<file path="config.mk">
export PLATFORM = sky130hd
export DESIGN_NAME = sram_controller
export DESIGN_NICKNAME = d
export VERILOG_FILES = /design/src/rtl/sram_controller_pkg.sv /design/src/rtl/sram_controller_wait_counter.sv /design/src/rtl/sram_controller.sv
export SDC_FILE = /design/constraint.sdc
export NUM_CORES = 1
export LEC_CHECK = 0
export ABC_AREA = 0
export CORE_MARGIN = 3
export CORE_UTILIZATION = 47
export DETAILED_ROUTE_END_ITERATION = 12
export PLACE_DENSITY = 0.85
export SYNTH_ARGS = -nofsm -noshare
export SYNTH_HDL_FRONTEND = slang
export SYNTH_SLANG_ARGS = --single-unit
export TNS_END_PERCENT = 100
</file>
<file path="constraint.sdc">
create_clock -name clk -period 4.39 [get_ports clk]
set_input_delay 0.439 -clock clk [delete_from_list [all_inputs] [get_ports clk]]
set_output_delay 0.439 -clock clk [all_outputs]
set_load 0.05 [all_outputs]
</file>
<file path="src/rtl/sram_controller_pkg.sv">
// Shared types and constants for the 32-bit-to-16-bit SRAM bridge.
package sram_controller_pkg;

    typedef enum logic [2:0] {
        IDLE   = 3'd0,
        ACC_LO = 3'd1,
        ACC_HI = 3'd2,
        WAIT   = 3'd3,
        DONE   = 3'd4
    } state_t;

    localparam logic [31:0] DEFAULT_BASE_ADDR = 32'd1024;
    localparam int          SRAM_AW           = 18;
    localparam int          SRAM_DW           = 16;

endpackage

</file>
<file path="src/rtl/sram_controller_wait_counter.sv">
// Settle-time down-counter: loaded when leaving ACC_HI, decremented in WAIT.
module wait_counter
    import sram_controller_pkg::*;
#(
    parameter int CW = 2
) (
    input  logic          clk,
    input  logic          rst,
    input  logic          load,
    input  logic          dec,
    input  logic [CW-1:0] load_val,
    output logic [CW-1:0] cnt,
    output logic          last
);

    always_ff @(posedge clk) begin
        if (!rst)
            cnt <= '0;
        else if (load)
            cnt <= load_val;
        else if (dec && cnt != '0)
            cnt <= cnt - 1'b1;
    end

    assign last = (cnt == CW'(1));

endmodule

</file>
<file path="src/rtl/sram_controller.sv">
// Splits each 32-bit MEM-stage access into two 16-bit SRAM cycles plus settle time,
// holding ready low so the pipeline freezes until the access completes.
module sram_controller
    import sram_controller_pkg::*;
#(
    parameter int          WAIT_CYCLES = 3,
    parameter logic [31:0] BASE_ADDR   = DEFAULT_BASE_ADDR
) (
    input  logic               clk,
    input  logic               rst,
    input  logic               wr_en,
    input  logic               rd_en,
    input  logic [31:0]        address,
    input  logic [31:0]        st_val,
    output logic [31:0]        read_data,
    output logic               ready,
    output logic [SRAM_AW-1:0] sram_addr,
    output logic [SRAM_DW-1:0] sram_dq_out,
    input  logic [SRAM_DW-1:0] sram_dq_in,
    output logic               sram_dq_oe,
    output logic               sram_we_n
);

    localparam int CW = (WAIT_CYCLES < 1) ? 1 : $clog2(WAIT_CYCLES + 1);

    state_t        state, next_state;
    logic          wr_q;
    logic [31:0]   addr_q, st_q, eff;
    logic [CW-1:0] wait_cnt;
    logic          wait_last;
    logic          req;
    logic          unused_eff_bits;

    assign req = wr_en | rd_en;
    assign eff = addr_q - BASE_ADDR;
    // Bits outside the 512 KiB SRAM window are dropped.
    assign unused_eff_bits = ^{eff[31:19], eff[1:0], wait_cnt};

    wait_counter #(.CW(CW)) u_wait_counter (
        .clk      (clk),
        .rst      (rst),
        .load     (state == ACC_HI),
        .dec      (state == WAIT),
        .load_val (CW'(WAIT_CYCLES)),
        .cnt      (wait_cnt),
        .last     (wait_last)
    );

    always_ff @(posedge clk) begin
        if (!rst)
            state <= IDLE;
        else
            state <= next_state;
    end

    always_comb begin
        next_state  = state;
        ready       = 1'b0;
        sram_addr   = '0;
        sram_dq_out = '0;
        sram_dq_oe  = 1'b0;
        sram_we_n   = 1'b1;
        case (state)
            IDLE: begin
                if (req) next_state = ACC_LO;
                else     ready      = 1'b1;
            end
            ACC_LO: begin
                next_state = ACC_HI;
                sram_addr  = {eff[18:2], 1'b0};
                if (wr_q) begin
                    sram_we_n   = 1'b0;
                    sram_dq_oe  = 1'b1;
                    sram_dq_out = st_q[15:0];
                end
            end
            ACC_HI: begin
                next_state = (WAIT_CYCLES == 0) ? DONE : WAIT;
                sram_addr  = {eff[18:2], 1'b1};
                if (wr_q) begin
                    sram_we_n   = 1'b0;
                    sram_dq_oe  = 1'b1;
                    sram_dq_out = st_q[31:16];
                end
            end
            WAIT: begin
                if (wait_last) next_state = DONE;
            end
            DONE: begin
                next_state = IDLE;
                ready      = 1'b1;
            end
            default: next_state = IDLE;
        endcase
    end

    // Request is latched once on acceptance; write wins when both enables are set.
    always_ff @(posedge clk) begin
        if (!rst) begin
            addr_q    <= '0;
            st_q      <= '0;
            wr_q      <= 1'b0;
            read_data <= '0;
        end else begin
            if (state == IDLE && req) begin
                addr_q <= address;
                st_q   <= st_val;
                wr_q   <= wr_en;
            end
            if (state == ACC_LO && !wr_q) read_data[15:0]  <= sram_dq_in;
            if (state == ACC_HI && !wr_q) read_data[31:16] <= sram_dq_in;
        end
    end

endmodule
</file>
==> flow_summary.ini, run 1 <==
[outcome]
status = completed

[clocking]
cts-htree-levels = 3
cts_tree = built
cts-resized-gates = 0
cts_setup_buffers = 0
holdBufCountCts = 0
numCtsBuffers = 9
root_buffer = clkbuf_8
clock_sinks = 87
clkTransAtPathRegs_ns = 0.09
ctsLongestPathBuffers = 2
insertion_delay_ns = 0.34

[layout]
multiInputGateArea_sq_mm = 0.00200
fillers = 639
final_nets = 680
area_delta_synth_final_pct = 42.2
ff_latch_area_sq_mm = 0.00174
layout-drive-gt1-share_pct = 5.69
insertedDiodeCount = 0

[synth]
synth_edf_count = 0
synth_top_family_by_area = simple AND/OR/NAND/NOR gates
synth_nets = 562
synthArstFlopShare_pct = 0
synth-seq-area-share_pct = 44.6
synthSimpleGateAreaFrac_pct = 26.6
ys_warn_count = 0
synth_compound_area_share_pct = 9.45
synth_cell_types = 34
syn_avg_cell_area_sq_um = 8.22
yosys-mux-area-fraction_pct = 12.8
synth_area_sq_mm = 0.00391
synth_flop_cell = dfxtp_1
synthXorXnorAreaFrac_pct = 0.897
synth-adder-area-share_pct = 0.961
ys_ff_latch = 87
synthCells = 475

[route]
drt_iter0_markers = 129
first_pass_iters = 5
drt_wl_total_mm = 9.79
postRouteAntennaNets = 0
drc = 0
wl_per_cell_um = 14.0
vias_per_cell = 5.20
route.vias.total = 3640

[sta]
fmax_ghz = 0.294
finalClockSkew_ns = 0.00986
worst_slack_ns = 0.994
hold_viol_final = 0
fin_crit_sh_pct = 77.4
max-slew-margin-rel_pct = 32.2
setup_tns_ns = 0
setup_viol = 0
final_max_slew_viol_count = 0
rsz0062_at_grt = no
tightest_slew_ns = 1.02
layout_min_cycle_time_ns = 3.40

[die]
die_w_um = 97.2
initial_utilization_pct = 49.5
core_area_sq_mm = 0.00789
io_pins = 153
die_h_um = 97.2
num_rows = 32
dieArea_sq_mm = 0.00944

[setup_path]
cp_slowest_cell = clkdlybuf4s50_1
cp_max_fo = 13
cp_data_arrival_time_ns = 2.96
critPathCaptureType = output pin
r2r_cells = 3
required_ns = 3.95
startpoint_type = flop
r2r_start = state[2]
slowest_delay_ns = 0.83
r2r_setup_slack_ns = 2.71
crit_type = flop to output pin
path_cells = nor3b_2 > buf_4 > a22oi_1 > nor2b_1 > clkdlybuf4s50_1
r2r_end = st_q[12]

[hold_path]
min-delay-start = addr_q[4]
min_to = addr_q[4]
min_delay_path_depth = 2
min_path_type = flop to flop

[global_route]
antenna_found_initial = 0
grt_overflow_total = 0
grt.total_usage_pct = 20.5
grt_first_pass_wirelength_mm = 16.2
grt_pass1_vias = 3433
grt_max_degree = 114

[power_and_ir_drop]
ir_drop_mv = 0.198
powerDensity_mw_per_mm2 = 392
p_leak_nw = 2.11

[placed_design]
post-dp-hpwl_mm = 6.72
portBuffers = 137
dp_slack_ns = 1.43
place_congestion = 0.754

[job]
maxCapViolations = 0
[worst max-delay path: cells and delay by family (launching register included)]
family          cells  cell delay [ns]
flops               1             0.63
simple gates        2             0.79
compound gates      1             0.08
buf+inv             2             1.11
[power breakdown]
part	leakage (nW)	switching, W	total (W)	internal (W)
combinational	1.28	0.000375	0.000632	0.000257
sequential	0.714	0.0000563	0.000918	0.000862
clock	0.110	0.000298	0.000624	0.000327
total	2.11	0.000729	0.00217	0.00144
[synthesized netlist by cell type, types with 2 or more instances]
library cell	instances	share of area, %
buf_1	3	0.29
nor3b_2	2	0.64
inv_1	7	0.67
nor2b_1	18	2.9
mux2i_1	50	13
buf_2	12	1.5
clkbuf_1	23	2.2
nand2_1	136	13
ha_1	3	0.96
nand3_1	32	4.1
and2_1	10	1.6
o211a_1	2	0.51
or3_2	3	0.58
o21ai_0	35	4.5
a21oi_1	5	0.64
nor2_1	8	0.77
nor3_1	4	0.51
nor4b_1	2	0.45
xnor2_1	3	0.67
nand2b_1	2	0.32
a22oi_1	16	3.1
dfxtp_1	87	45
[through the flow]
stage / instance area [sq um] / util [%] / hold slack (ns) / instances / power (W)
finish: 5550 / 70.4 / 0.454 / 700 / 0.00217
global route: 5550 / 70.4 / 0.479 / 700 / 0.00227
CTS: 5550 / 70.4 / 0.456 / 700 / 0.00219
detailed placement: 5330 / 67.5 / 0.445 / 684 / 0.00157
global placement: 5330 / 67.5 / 0.438 / 684 / 0.00155
floorplan: 3910 / - / 0.430 / 475 / 0.00135
[placed cells by master (no fill, tap or decap), types with 7 or more instances in the layout]
master	count
buf_4	9
clkbuf_8	9
dfxtp_1	87
nor2_1	8
clkdlybuf4s50_1	136
mux2i_1	50
nand3_1	32
nor2b_1	18
inv_1	7
o21ai_0	35
a22oi_1	16
nand2_1	136
and2_1	10
[registers in the layout, summed over array words and instances (netlist names)]
register / cells
addr_q: 17
read_data: 32
st_q: 32
state: 3
u_wait_counter.cnt: 2
wr_q: 1
[how the worst max path moves through the flow]
| stage | startpoint | to | slack (ns) | cells after the start |
|---|---|---|---|---|
| floorplan | addr_q[12] | sram_addr[17] | 1.80 | 3 |
| global placement | state[0] | sram_dq_out[12] | 1.44 | 5 |
| detailed placement | state[0] | sram_dq_out[14] | 1.43 | 5 |
| CTS | state[0] | sram_dq_out[14] | 1.01 | 5 |
| global route | state[0] | sram_dq_out[14] | 0.80 | 5 |
| finish | state[0] | sram_dq_out[14] | 0.99 | 5 |
[cell type report]
| class | instances | area share, % |
|---|---|---|
| inverter | 7 | 0.473 |
| timing repair buffer | 145 | 25.7 |
| clock buffer | 9 | 2.23 |
| multi-input combinational | 343 | 36.1 |
| clock inverter | 7 | 1.85 |
| sequential | 87 | 31.4 |
| tap | 102 | 2.30 |
[per-layer routing]
metal  global-route usage (%)  vias to the layer above  routed length, um
li1                         -                     1828                  -
met1                     25.0                     1712               4070
met2                     35.4                       96               4980
met3                     6.96                        4                702
met4                     3.78                        0                 31
met5                        0                        -                  0
[cell families after synthesis]
family / count (synthesis)
simple gates: 224
flops: 87
compound gates: 62
mux: 50
buf+inv: 45
xor+xnor: 4
fa+ha+maj: 3
Note: power is estimated with default switching activity, not from simulation.
==> run 2: changes to the inputs <==
- CORE_UTILIZATION: 47 -> 44
- PLACE_DENSITY: 0.85 -> 0.81
- clock period: 4.39 -> 3.54 ns (I/O delays scaled with it)
==> run 2 against run 1 <==
Critical path depth decreased by 1. First-iteration DRC count rose by 1.6%. Register-to-register slack got worse by 1.0 ns. Hold slack better by 0.0064 ns. Power rose by 22%.
==> flow_summary.ini, run 2 (synthesis results as in run 1) <==
[outcome]
status = completed

[route]
drt_wl_total_mm = 9.79
vias_per_cell = 5.13
route.vias.total = 3615
first_pass_iters = 4
drc = 0
drt_iter0_markers = 131
postRouteAntennaNets = 0
wl_per_cell_um = 13.9

[die]
die_h_um = 100
die_w_um = 100
initial_utilization_pct = 46.4
dieArea_sq_mm = 0.0100
core_area_sq_mm = 0.00842
num_rows = 33
io_pins = 153

[power_and_ir_drop]
ir_drop_mv = 0.307
p_leak_nw = 2.12
powerDensity_mw_per_mm2 = 478

[layout]
biggestRegsByFlops = read_data (32), st_q (32), addr_q (17)
final_cell_mix = 136 x nand2_1, 136 x clkdlybuf4s50_1, 87 x dfxtp_1
layout-drive-gt1-share_pct = 5.84
insertedDiodeCount = 0
final_nets = 681
fillers = 704
area_delta_synth_final_pct = 42.3

[hold_path]
min_delay_path_depth = 2
min-delay-start = st_q[16]
min_to = st_q[16]
min_path_type = flop to flop

[clocking]
cts_tree = built
cts-resized-gates = 0
ctsLongestPathBuffers = 2
root_buffer = clkbuf_8
cts-htree-levels = 3
holdBufCountCts = 0
clock_sinks = 87
insertion_delay_ns = 0.35
clkTransAtPathRegs_ns = 0.09
numCtsBuffers = 9
cts_setup_buffers = 0

[setup_path]
cp_slowest_cell = clkdlybuf4s50_1
cp_data_arrival_time_ns = 2.79
crit_type = flop to output pin
r2r_setup_slack_ns = 1.67
r2r_start = state[2]
slowest_delay_ns = 0.82
path_cells = xor2_1 > nor2b_1 > and2_1 > clkdlybuf4s50_1
cp_max_fo = 13
r2r_cells = 3
required_ns = 3.19
r2r_end = addr_q[3]
startpoint_type = flop
critPathCaptureType = output pin

[sta]
final_max_slew_viol_count = 0
layout_min_cycle_time_ns = 3.14
fin_crit_sh_pct = 88.7
worst_slack_ns = 0.399
worst_hold_slack_ns = 0.461
rsz0062_at_grt = no
fmax_ghz = 0.318
setup_tns_ns = 0
setup_viol = 0
hold_viol_final = 0
finalClockSkew_ns = 0.00446
tightest_slew_ns = 0.837
max-slew-margin-rel_pct = 44.2

[global_route]
antenna_found_initial = 0
grt_first_pass_wirelength_mm = 16.1
grt_overflow_total = 0
grt.total_usage_pct = 19.6
grt_max_degree = 75
grt_pass1_vias = 3521

[placed_design]
place_congestion = 0.768
dp_slack_ns = 0.700
post-dp-hpwl_mm = 7.03
portBuffers = 137

[job]
maxCapViolations = 0
-- run 2: cell types whose count changed in the layout (fill, tap and decap cells not counted) --
cell	change
bufinv_16	-1
clkinv_4	-2
inv_6	+3
inv_8	+1
clkinvlp_4	-1
buf_12	+1
-- run 2: worst max-delay path by stage --
stage,end,depth (start not counted),slack [ns],start
after global routing,sram_addr[2],4,0.16,state[1]
after CTS,sram_addr[2],4,0.32,state[0]
after global placement,sram_addr[17],4,0.83,addr_q[12]
after floorplan,sram_addr[17],3,1.03,addr_q[12]
final,sram_addr[2],4,0.40,state[0]
after detailed placement,sram_addr[2],4,0.70,state[0]
-- run 2: through the flow --
stage / util (%) / cells / instance area [sq um] / power (W)
after floorplan: - / 475 / 3910 / 0.00167
after CTS: 66.0 / 704 / 5560 / 0.00269
after global routing: 66.0 / 704 / 5560 / 0.00279
final: 66.0 / 704 / 5560 / 0.00266
after detailed placement: 63.5 / 688 / 5350 / 0.00195
after global placement: 63.5 / 688 / 5350 / 0.00193
-- run 2: routing by layer --
layer  up-vias  wire length [um]  GRT usage, %
met5         -                 0             0
met2       111              4760          33.3
met1      1662              4020          22.9
li1       1831                 -             -
met3        11               938          7.85
met4         0                76          4.97
-- run 2: area by class of cell --
cell class                      instances  area [sq um]  share of cell area (%)
Clock inverter                          7          85.1                    1.53
Inverter                                7          26.3                   0.473
Multi-Input combinational cell        343          2000                    36.0
Tap cell                              105           131                    2.36
Timing Repair Buffer                  146          1450                    26.1
Sequential cell                        87          1740                    31.3
Clock buffer                            9           124                    2.23
-- run 2: report_power, final --
group          switching (W)  total, W  internal, W
combinational       0.000466  0.000789     0.000323
sequential         0.0000692   0.00114      0.00107
clock               0.000389  0.000733     0.000344
-- run 2: critical path: cells and delay by family (launching register included) --
| family | cells | cell delay (ns) |
|---|---|---|
| flip-flops | 1 | 0.65 |
| buffers and inverters | 1 | 0.82 |
| AND/OR/NAND/NOR | 2 | 0.75 |
| XOR/XNOR | 1 | 0.22 |
==> run 3: changes to the inputs <==
- CTS_CLUSTER_SIZE: default -> 25
==> results of run 3 <==
The final DEF is identical to that of run 2; final timing and power are the same.
